==> src/rtl/ahblite_slave_mux.sv <==
// AHB-Lite response mux: registered data-phase select, default slave ERROR
// responder and hung-slave watchdog for the Cortex-M0 master.
module ahblite_slave_mux #(
  parameter bit          Port0_en       = 1'b1,
  parameter bit          Port1_en       = 1'b1,
  parameter bit          Port2_en       = 1'b1,
  parameter bit          Port3_en       = 1'b1,
  parameter bit          Port4_en       = 1'b1,
  parameter int unsigned TIMEOUT_CYCLES = 1024
) (
  input  logic        HCLK,
  input  logic        HRESET,
  input  logic [1:0]  HTRANS,
  input  logic        P0_HSEL,
  input  logic        P1_HSEL,
  input  logic        P2_HSEL,
  input  logic        P3_HSEL,
  input  logic        P4_HSEL,
  input  logic        P0_HREADYOUT,
  input  logic        P1_HREADYOUT,
  input  logic        P2_HREADYOUT,
  input  logic        P3_HREADYOUT,
  input  logic        P4_HREADYOUT,
  input  logic        P0_HRESP,
  input  logic        P1_HRESP,
  input  logic        P2_HRESP,
  input  logic        P3_HRESP,
  input  logic        P4_HRESP,
  input  logic [31:0] P0_HRDATA,
  input  logic [31:0] P1_HRDATA,
  input  logic [31:0] P2_HRDATA,
  input  logic [31:0] P3_HRDATA,
  input  logic [31:0] P4_HRDATA,
  output logic        HREADY,
  output logic        HRESP,
  output logic [31:0] HRDATA,
  output logic        HTIMEOUT
);

  typedef enum logic [1:0] {IDLE, ERR1, ERR2} state_t;

  localparam logic [4:0]  PORT_EN = {Port4_en, Port3_en, Port2_en, Port1_en, Port0_en};
  localparam bit          WD_EN   = (TIMEOUT_CYCLES != 0);
  localparam logic [15:0] WD_LAST = 16'((TIMEOUT_CYCLES == 0) ? 0 : TIMEOUT_CYCLES - 1);

  state_t      state;
  logic [4:0]  sel_q;
  logic        dflt_q;
  logic [15:0] wait_cnt;

  logic [4:0]  hsel_en, sel_first, hro_vec, hresp_vec;
  logic [31:0] rdata_vec [5];
  logic        slave_ready, slave_resp;
  logic [31:0] slave_data;
  logic        waiting, wd_fire, capture_err;

  assign hsel_en   = {P4_HSEL, P3_HSEL, P2_HSEL, P1_HSEL, P0_HSEL} & PORT_EN;
  assign sel_first = hsel_en & (~hsel_en + 5'd1);
  assign hro_vec   = {P4_HREADYOUT, P3_HREADYOUT, P2_HREADYOUT, P1_HREADYOUT, P0_HREADYOUT};
  assign hresp_vec = {P4_HRESP, P3_HRESP, P2_HRESP, P1_HRESP, P0_HRESP};
  assign rdata_vec[0] = P0_HRDATA;
  assign rdata_vec[1] = P1_HRDATA;
  assign rdata_vec[2] = P2_HRDATA;
  assign rdata_vec[3] = P3_HRDATA;
  assign rdata_vec[4] = P4_HRDATA;

  always_comb begin
    slave_ready = 1'b1;
    slave_resp  = 1'b0;
    slave_data  = '0;
    for (int unsigned i = 0; i < 5; i++) begin
      if (sel_q[i]) begin
        slave_ready = hro_vec[i];
        slave_resp  = hresp_vec[i];
        slave_data  = rdata_vec[i];
      end
    end
  end

  always_comb begin
    HREADY = slave_ready;
    HRESP  = slave_resp;
    HRDATA = slave_data;
    case (state)
      ERR1: begin HREADY = 1'b0; HRESP = 1'b1; HRDATA = '0; end
      ERR2: begin HREADY = 1'b1; HRESP = 1'b1; HRDATA = '0; end
      default: ;
    endcase
  end

  assign waiting     = (state == IDLE) && (|sel_q) && !dflt_q && !slave_ready;
  assign wd_fire     = WD_EN && waiting && (wait_cnt == WD_LAST);
  assign capture_err = HREADY && HTRANS[1] && (hsel_en == '0);

  always_ff @(posedge HCLK) begin
    if (HRESET) begin
      state    <= IDLE;
      sel_q    <= '0;
      dflt_q   <= 1'b0;
      wait_cnt <= '0;
      HTIMEOUT <= 1'b0;
    end else begin
      HTIMEOUT <= wd_fire;
      if (HREADY) begin
        sel_q  <= sel_first;
        dflt_q <= HTRANS[1] && (hsel_en == '0);
      end
      if (WD_EN && waiting && !wd_fire)
        wait_cnt <= wait_cnt + 16'd1;
      else
        wait_cnt <= '0;
      case (state)
        IDLE:    if (capture_err || wd_fire) state <= ERR1;
        ERR1:    state <= ERR2;
        // ERR2 completes the previous transfer, so an unmapped address captured here needs its own ERROR
        ERR2:    state <= capture_err ? ERR1 : IDLE;
        default: state <= IDLE;
      endcase
    end
  end

endmodule

==> config.mk <==
export PLATFORM = sky130hd
export DESIGN_NAME = ahblite_slave_mux
export DESIGN_NICKNAME = d
export VERILOG_FILES = /design/src/rtl/ahblite_slave_mux.sv
export SDC_FILE = /design/constraint.sdc
export NUM_CORES = 1
export LEC_CHECK = 0
export BUFFER_PORTS_ARGS = -buffer_cell sky130_fd_sc_hd__clkbuf_2
export CAP_MARGIN = 20
export CORE_AREA = 2 2 72 102
export CTS_CLUSTER_DIAMETER = 120
export DETAILED_ROUTE_END_ITERATION = 7
export DIE_AREA = 0 0 74 104
export PLACE_DENSITY_LB_ADDON = 0.15
export SLEW_MARGIN = 30
export SYNTH_ARGS = -nofsm -noshare
export SYNTH_HDL_FRONTEND = slang
export SYNTH_SLANG_ARGS = --single-unit
export TNS_END_PERCENT = 1
==> constraint.sdc <==
create_clock -name HCLK -period 3.9 [get_ports HCLK]
set_input_delay 0.39 -clock HCLK [delete_from_list [all_inputs] [get_ports HCLK]]
set_output_delay 0.39 -clock HCLK [all_outputs]
set_load 0.01 [all_outputs]
==> flow_summary_export.csv, run 1 <==
group,metric,value,unit
logic_synthesis,synth_top_area_share,0.190,
critical_path,worstRegToRegCells,9,
global_routing,grt_overflow,0,
finish,area_delta_synth_final,42.1,%
global_routing,grt_pass1_vias,3263,
critical_path,arrival,2.33,ns
clocking,cts_num_sinks,25,
placed_design,dpl.hpwl,8030,um
floorplan,core.rowCount,36,
finish,stdcell_area,0.00375,mm^2
routing,drt_iter0_markers,250,
floorplan,fp.dieH,104,um
finish,diodes,0,
power_and_ir_drop,totalPowerFinal,0.761,mW
logic_synthesis,synth_area_leader_cell,"dfxtp_1",
hold_path,holdPathStages,3,
routing,routed_wl,10200,um
placed_design,place_congestion,0.933,
sta,fin_hold_ws,0.428,ns
clocking,insertion_delay,0.27,ns
placed_design,dp_cells,659,
hold_path,worstHoldStart,"P0_HSEL",
clocking,clock_path_buffers,2,
routing,first_pass_iters,5,
power_and_ir_drop,power_leakage,1.70,nW
hold_path,min_to,"sel_q[0]",
sta,slew_headroom,0.451,
hold_path,hold_class,"input port to flip-flop",
clocking,path_clk_slew,0.09,ns
finish,final_common_cell,"clkbuf_2",
floorplan,ioPinCount,214,
routing,avgRoutedWirePerCell,15.4,um
sta,fin_crit,2.72,ns
power_and_ir_drop,peakVddDrop,0.000108,V
clocking,cts_resized,0,
floorplan,dieArea,0.00770,mm^2
routing,via_count,3607,
clocking,cts_buffers,3,
logic_synthesis,synth_warnings,0,
logic_synthesis,ys_seq_area_frac,0.190,
clocking,root_buffer,"clkbuf_8",
critical_path,required,3.51,ns
sta,fmax,367,MHz
outcome,status,"finished clean",
global_routing,grt_pass1_wl,15900,um
critical_path,end_kind,"output port",
floorplan,coreArea,0.00680,mm^2
finish,n_fill_cell,682,
floorplan,start_util,0.388,
finish,multi_input_comb_area,0.00195,mm^2
sta,layout_setup_ws,1.18,ns
sta,fin_setup_tns,0,ns
power_and_ir_drop,power_density,203,mW/mm^2
finish,register_area,503,um^2
critical_path,r2r_start,"state[0]",
critical_path,r2r_slack,1.35,ns
sta,rsz0062_at_grt,"no",
global_routing,grt_max_degree,68,
finish,drive_above_1_share,0.408,
sta,slew_violations,0,
placed_design,dpl_cell_area,0.00370,mm^2
critical_path,critPathMaxFanout,23,
critical_path,start_kind,"flip-flop",
critical_path,crit_type,"flip-flop to output port",
placed_design,port_buffers,212,
placed_design,dp_slack,1.35,ns
sta,worstMarginPinSlew,0.824,ns
routing,drc,0,
clocking,postCtsSetupBuffers,0,
logic_synthesis,synthCells,387,
finish,fin_nets,753,
routing,ant_nets,0,
floorplan,die_w,74,um
logic_synthesis,syn_area,0.00264,mm^2
logic_synthesis,syn-mean-instance-area,6.81,um^2
global_routing,antenna_found_initial,0,
flow_run,cap_violations,0,
global_routing,grt_use_total,0.257,
clocking,holdBufCountCts,0,
logic_synthesis,synthesis.nets,571,
logic_synthesis,ys_ff_latch,25,
sta,setup_viol,0,
clocking,htree_levels,1,
logic_synthesis,yosysUniqueCellTypes,44,
finish,final_cell_mix,"212 x clkbuf_2, 62 x nor2_1, 42 x nand2_1",
routing,viasPerCell,5.44,
logic_synthesis,synth.top_cells.by_area,"dfxtp_1 19%, a221oi_1 11%, o311ai_1 11%",
finish,finalNonFillerCells,663,
clocking,cts_tree,"yes",
sta,period_share,0.698,
sta,hold_violations,0,
sta,fin_skew,0.00820,ns
critical_path,reg2reg_to,"state[1]",
finish,final_core_util,0.551,
==> synthesized netlist by cell type, drive strengths merged <==
cell type and number:
xnor2 6, nor2b 35, and4b 1, o311ai 32, mux2i 2, nor3 4
nor2 62, and3 1, or3 1, nor4bb 1, nand4 5, nor4b 2
o31ai 2, o211ai 1, nand3 8, nand2b 3, a22oi 1, nand3b 2
o21ai 34, o22ai 1, xor2 7, clkbuf 31, nand2 42, a221oi 33
a21o 1, or4 1, nand4b 1, o31a 1, a21oi 10, dfxtp 25
or2 1, ha 5, nor4 5, nor3b 2, inv 7, and4 1
buf 10
==> kinds of logic (layout without fill, tap and decap cells) <==
| logic type | Yosys count | count (layout) | synth area share |
|---|---|---|---|
| AND/OR/NAND/NOR | 178 | 178 | 0.338 |
| AO/OA/AOI/OAI | 116 | 116 | 0.324 |
| buffers and inverters | 48 | 229 | 0.0731 |
| flip-flops | 25 | 25 | 0.190 |
| XOR/XNOR | 13 | 13 | 0.0432 |
| adder cells (fa/ha/maj) | 5 | 5 | 0.0237 |
| multiplexers | 2 | 2 | 0.00759 |
==> report_power, final <==
part           switching (mW)  total [mW]  internal (mW)
Sequential             0.0121       0.270          0.258
Clock                  0.0829       0.156         0.0731
Combinational           0.163       0.335          0.171
Total                   0.258       0.761          0.503
==> routing by layer <==
layer	vias to the layer above	wire, um	track usage
li1	1783	-	-
met1	1649	4280	0.344
met2	157	4990	0.420
met3	18	685	0.0368
met4	0	231	0.0727
met5	-	0	0
==> area by class of cell <==
type / instances / area share
Multi-Input combinational cell: 314 / 0.519
Clock buffer: 4 / 0.0120
Inverter: 7 / 0.00768
Sequential cell: 25 / 0.134
Timing Repair Buffer: 218 / 0.295
Tap cell: 95 / 0.0317
==> worst max path at each step <==
stage                   from       end  cells past startpoint
finish              state[0]    HREADY                      8
global route        state[1]    HREADY                      8
CTS                 state[1]    HREADY                      8
detailed placement  state[0]  state[1]                      9
global placement    state[0]  state[1]                      9
floorplan           state[0]    HREADY                      7
==> state kept, by name, summed over array words and instances (netlist names) <==
| register | cells |
|---|---|
| dflt_q | 1 |
| sel_q | 5 |
| state | 2 |
| HTIMEOUT | 1 |
| wait_cnt | 16 |
==> critical path, stage by stage, from the launching register on <==
cell and delay [ns]:
dfxtp_1 0.39, inv_1 0.08, ha_1 0.58, buf_4 0.37, a21oi_1 0.09, a221oi_2 0.18
buf_4 0.22, inv_2 0.03, clkbuf_2 0.12
Note: power is estimated with default switching activity, not from simulation.
==> run 2: changes to the inputs <==
Clock period 3.9 ns to 2.8 ns, I/O delays scaled along.
==> run 2 against run 1 <==
Compared with the run above:
- combinational power grew 43%
- non-clock buffer count is 2 higher
- sequential share of layout area down 0.10 points
- final area is 0.77% higher
- first-iteration DRC count down 22%
- sequential cell count unchanged
- die area did not move
==> flow_summary_export.csv, run 2 (same netlist as run 1, synthesis figures left out) <==
group,metric,value,unit
clocking,cts_num_sinks,25,
routing,viasPerCell,5.43,
routing,drt_iter0_markers,194,
finish,stdcell_area,0.00378,mm^2
finish,diodes,0,
clocking,cts_buffers,3,
finish,final_cell_mix,"212 x clkbuf_2, 62 x nor2_1, 42 x nand2_1",
clocking,root_buffer,"clkbuf_8",
finish,drive_above_1_share,0.412,
global_routing,antenna_found_initial,0,
power_and_ir_drop,peakVddDrop,0.000122,V
sta,fin_skew,0.00545,ns
critical_path,crit_type,"flip-flop to output port",
critical_path,worstRegToRegCells,7,
sta,worstMarginPinSlew,0.648,ns
critical_path,required,2.52,ns
power_and_ir_drop,power_density,282,mW/mm^2
global_routing,grt_pass1_vias,3418,
clocking,postCtsSetupBuffers,0,
placed_design,port_buffers,212,
placed_design,dpl.hpwl,8160,um
hold_path,min_to,"sel_q[0]",
power_and_ir_drop,power_leakage,1.72,nW
placed_design,place_congestion,0.924,
flow_run,cap_violations,0,
routing,routed_wl,10200,um
critical_path,r2r_start,"state[0]",
sta,fmax,400,MHz
finish,max_flop_register,"wait_cnt",
finish,largest_register_ffs,16,
sta,fin_crit,2.50,ns
clocking,path_clk_slew,0.09,ns
clocking,holdBufCountCts,0,
global_routing,grt_max_degree,46,
floorplan,fp.dieH,104,um
sta,slew_headroom,0.568,
sta,fin_setup_tns,0,ns
finish,reg_top3,"wait_cnt x16, sel_q x5, state x2",
floorplan,dieArea,0.00770,mm^2
placed_design,dpl_cell_area,0.00373,mm^2
hold_path,holdPathStages,3,
floorplan,die_w,74,um
routing,ant_nets,0,
clocking,cts_resized,0,
routing,first_pass_iters,7,
clocking,htree_levels,1,
critical_path,reg2reg_to,"state[1]",
clocking,insertion_delay,0.27,ns
critical_path,end_kind,"output port",
global_routing,grt_use_total,0.261,
clocking,clock_path_buffers,2,
sta,period_share,0.893,
critical_path,arrival,2.22,ns
outcome,status,"finished clean",
floorplan,core.rowCount,36,
floorplan,ioPinCount,214,
hold_path,hold_class,"input port to flip-flop",
sta,setup_viol,0,
routing,avgRoutedWirePerCell,15.3,um
sta,rsz0062_at_grt,"no",
critical_path,start_kind,"flip-flop",
sta,slew_violations,0,
sta,hold_violations,0,
clocking,cts_tree,"yes",
critical_path,r2r_slack,0.51,ns
global_routing,grt_overflow,0,
routing,drc,0,
routing,via_count,3610,
global_routing,grt_pass1_wl,16300,um
finish,area_delta_synth_final,43.2,%
finish,final_common_cell,"clkbuf_2",
critical_path,critPathMaxFanout,27,
floorplan,coreArea,0.00680,mm^2
floorplan,start_util,0.388,
finish,fin_nets,755,
hold_path,worstHoldStart,"P0_HSEL",
[run 2: cell count changes in the layout (fill, tap and decap cells not counted)]
cell	change
inv_2	+1
buf_12	+1
clkbuf_1	-1
clkinvlp_4	+1
inv_4	-1
buf_4	+1
[run 2: power breakdown]
part | total, mW | internal [mW] | switching (mW) | leakage (nW)
Sequential | 0.370 | 0.360 | 0.0106 | 0.203
Combinational | 0.479 | 0.243 | 0.236 | 1.49
Clock | 0.216 | 0.101 | 0.115 | 0.0217
Total | 1.07 | 0.703 | 0.362 | 1.72
[run 2: worst max-delay path, stage by stage (launching register included)]
cell and delay, ns:
dfxtp_1 0.40, nor2b_2 0.46, buf_12 0.24, a221oi_1 0.09, o311ai_1 0.39, o21ai_1 0.12
nor2_1 0.10, clkbuf_2 0.14
[run 2: layout make-up]
type / count / area [um^2]
Timing Repair Buffer: 220 / 1130
Inverter: 7 / 26.3
Multi-Input combinational cell: 314 / 1950
Fill cell: 703 / 3030
Clock inverter: 1 / 7.51
Clock buffer: 3 / 41.3
Sequential cell: 25 / 503
Tap cell: 95 / 119
[run 2: per-layer routing]
metal  routed length, um  up-vias  global-route usage
met5                   0        -                   0
met4                 302        0              0.0779
met3                 637       26              0.0271
met2                5040      164               0.434
met1                4210     1630               0.347
li1                    -     1790                   -
[run 2: how the worst max path moves through the flow]
stage / startpoint / to / slack (ns)
2_1_floorplan: state[0] / state[1] / 0.87
3_3_place_gp: state[0] / state[1] / 0.62
3_5_place_dp: state[0] / state[1] / 0.56
4_1_cts: sel_q[0] / HRDATA[3] / 0.32
5_1_grt: sel_q[0] / HRDATA[18] / 0.14
6_report: sel_q[0] / HRDATA[18] / 0.30
[run 2: metrics by stage]
step / hold slack (ns) / setup WS [ns] / util / total power, mW / instances
2_1_floorplan: 0.424 / 0.867 / - / 0.621 / 387
3_3_place_gp: 0.477 / 0.616 / 0.548 / 0.849 / 661
3_5_place_dp: 0.482 / 0.560 / 0.548 / 0.855 / 661
4_1_cts: 0.316 / 0.320 / 0.555 / 1.07 / 665
5_1_grt: 0.326 / 0.141 / 0.555 / 1.14 / 665
6_report: 0.324 / 0.300 / 0.555 / 1.07 / 665
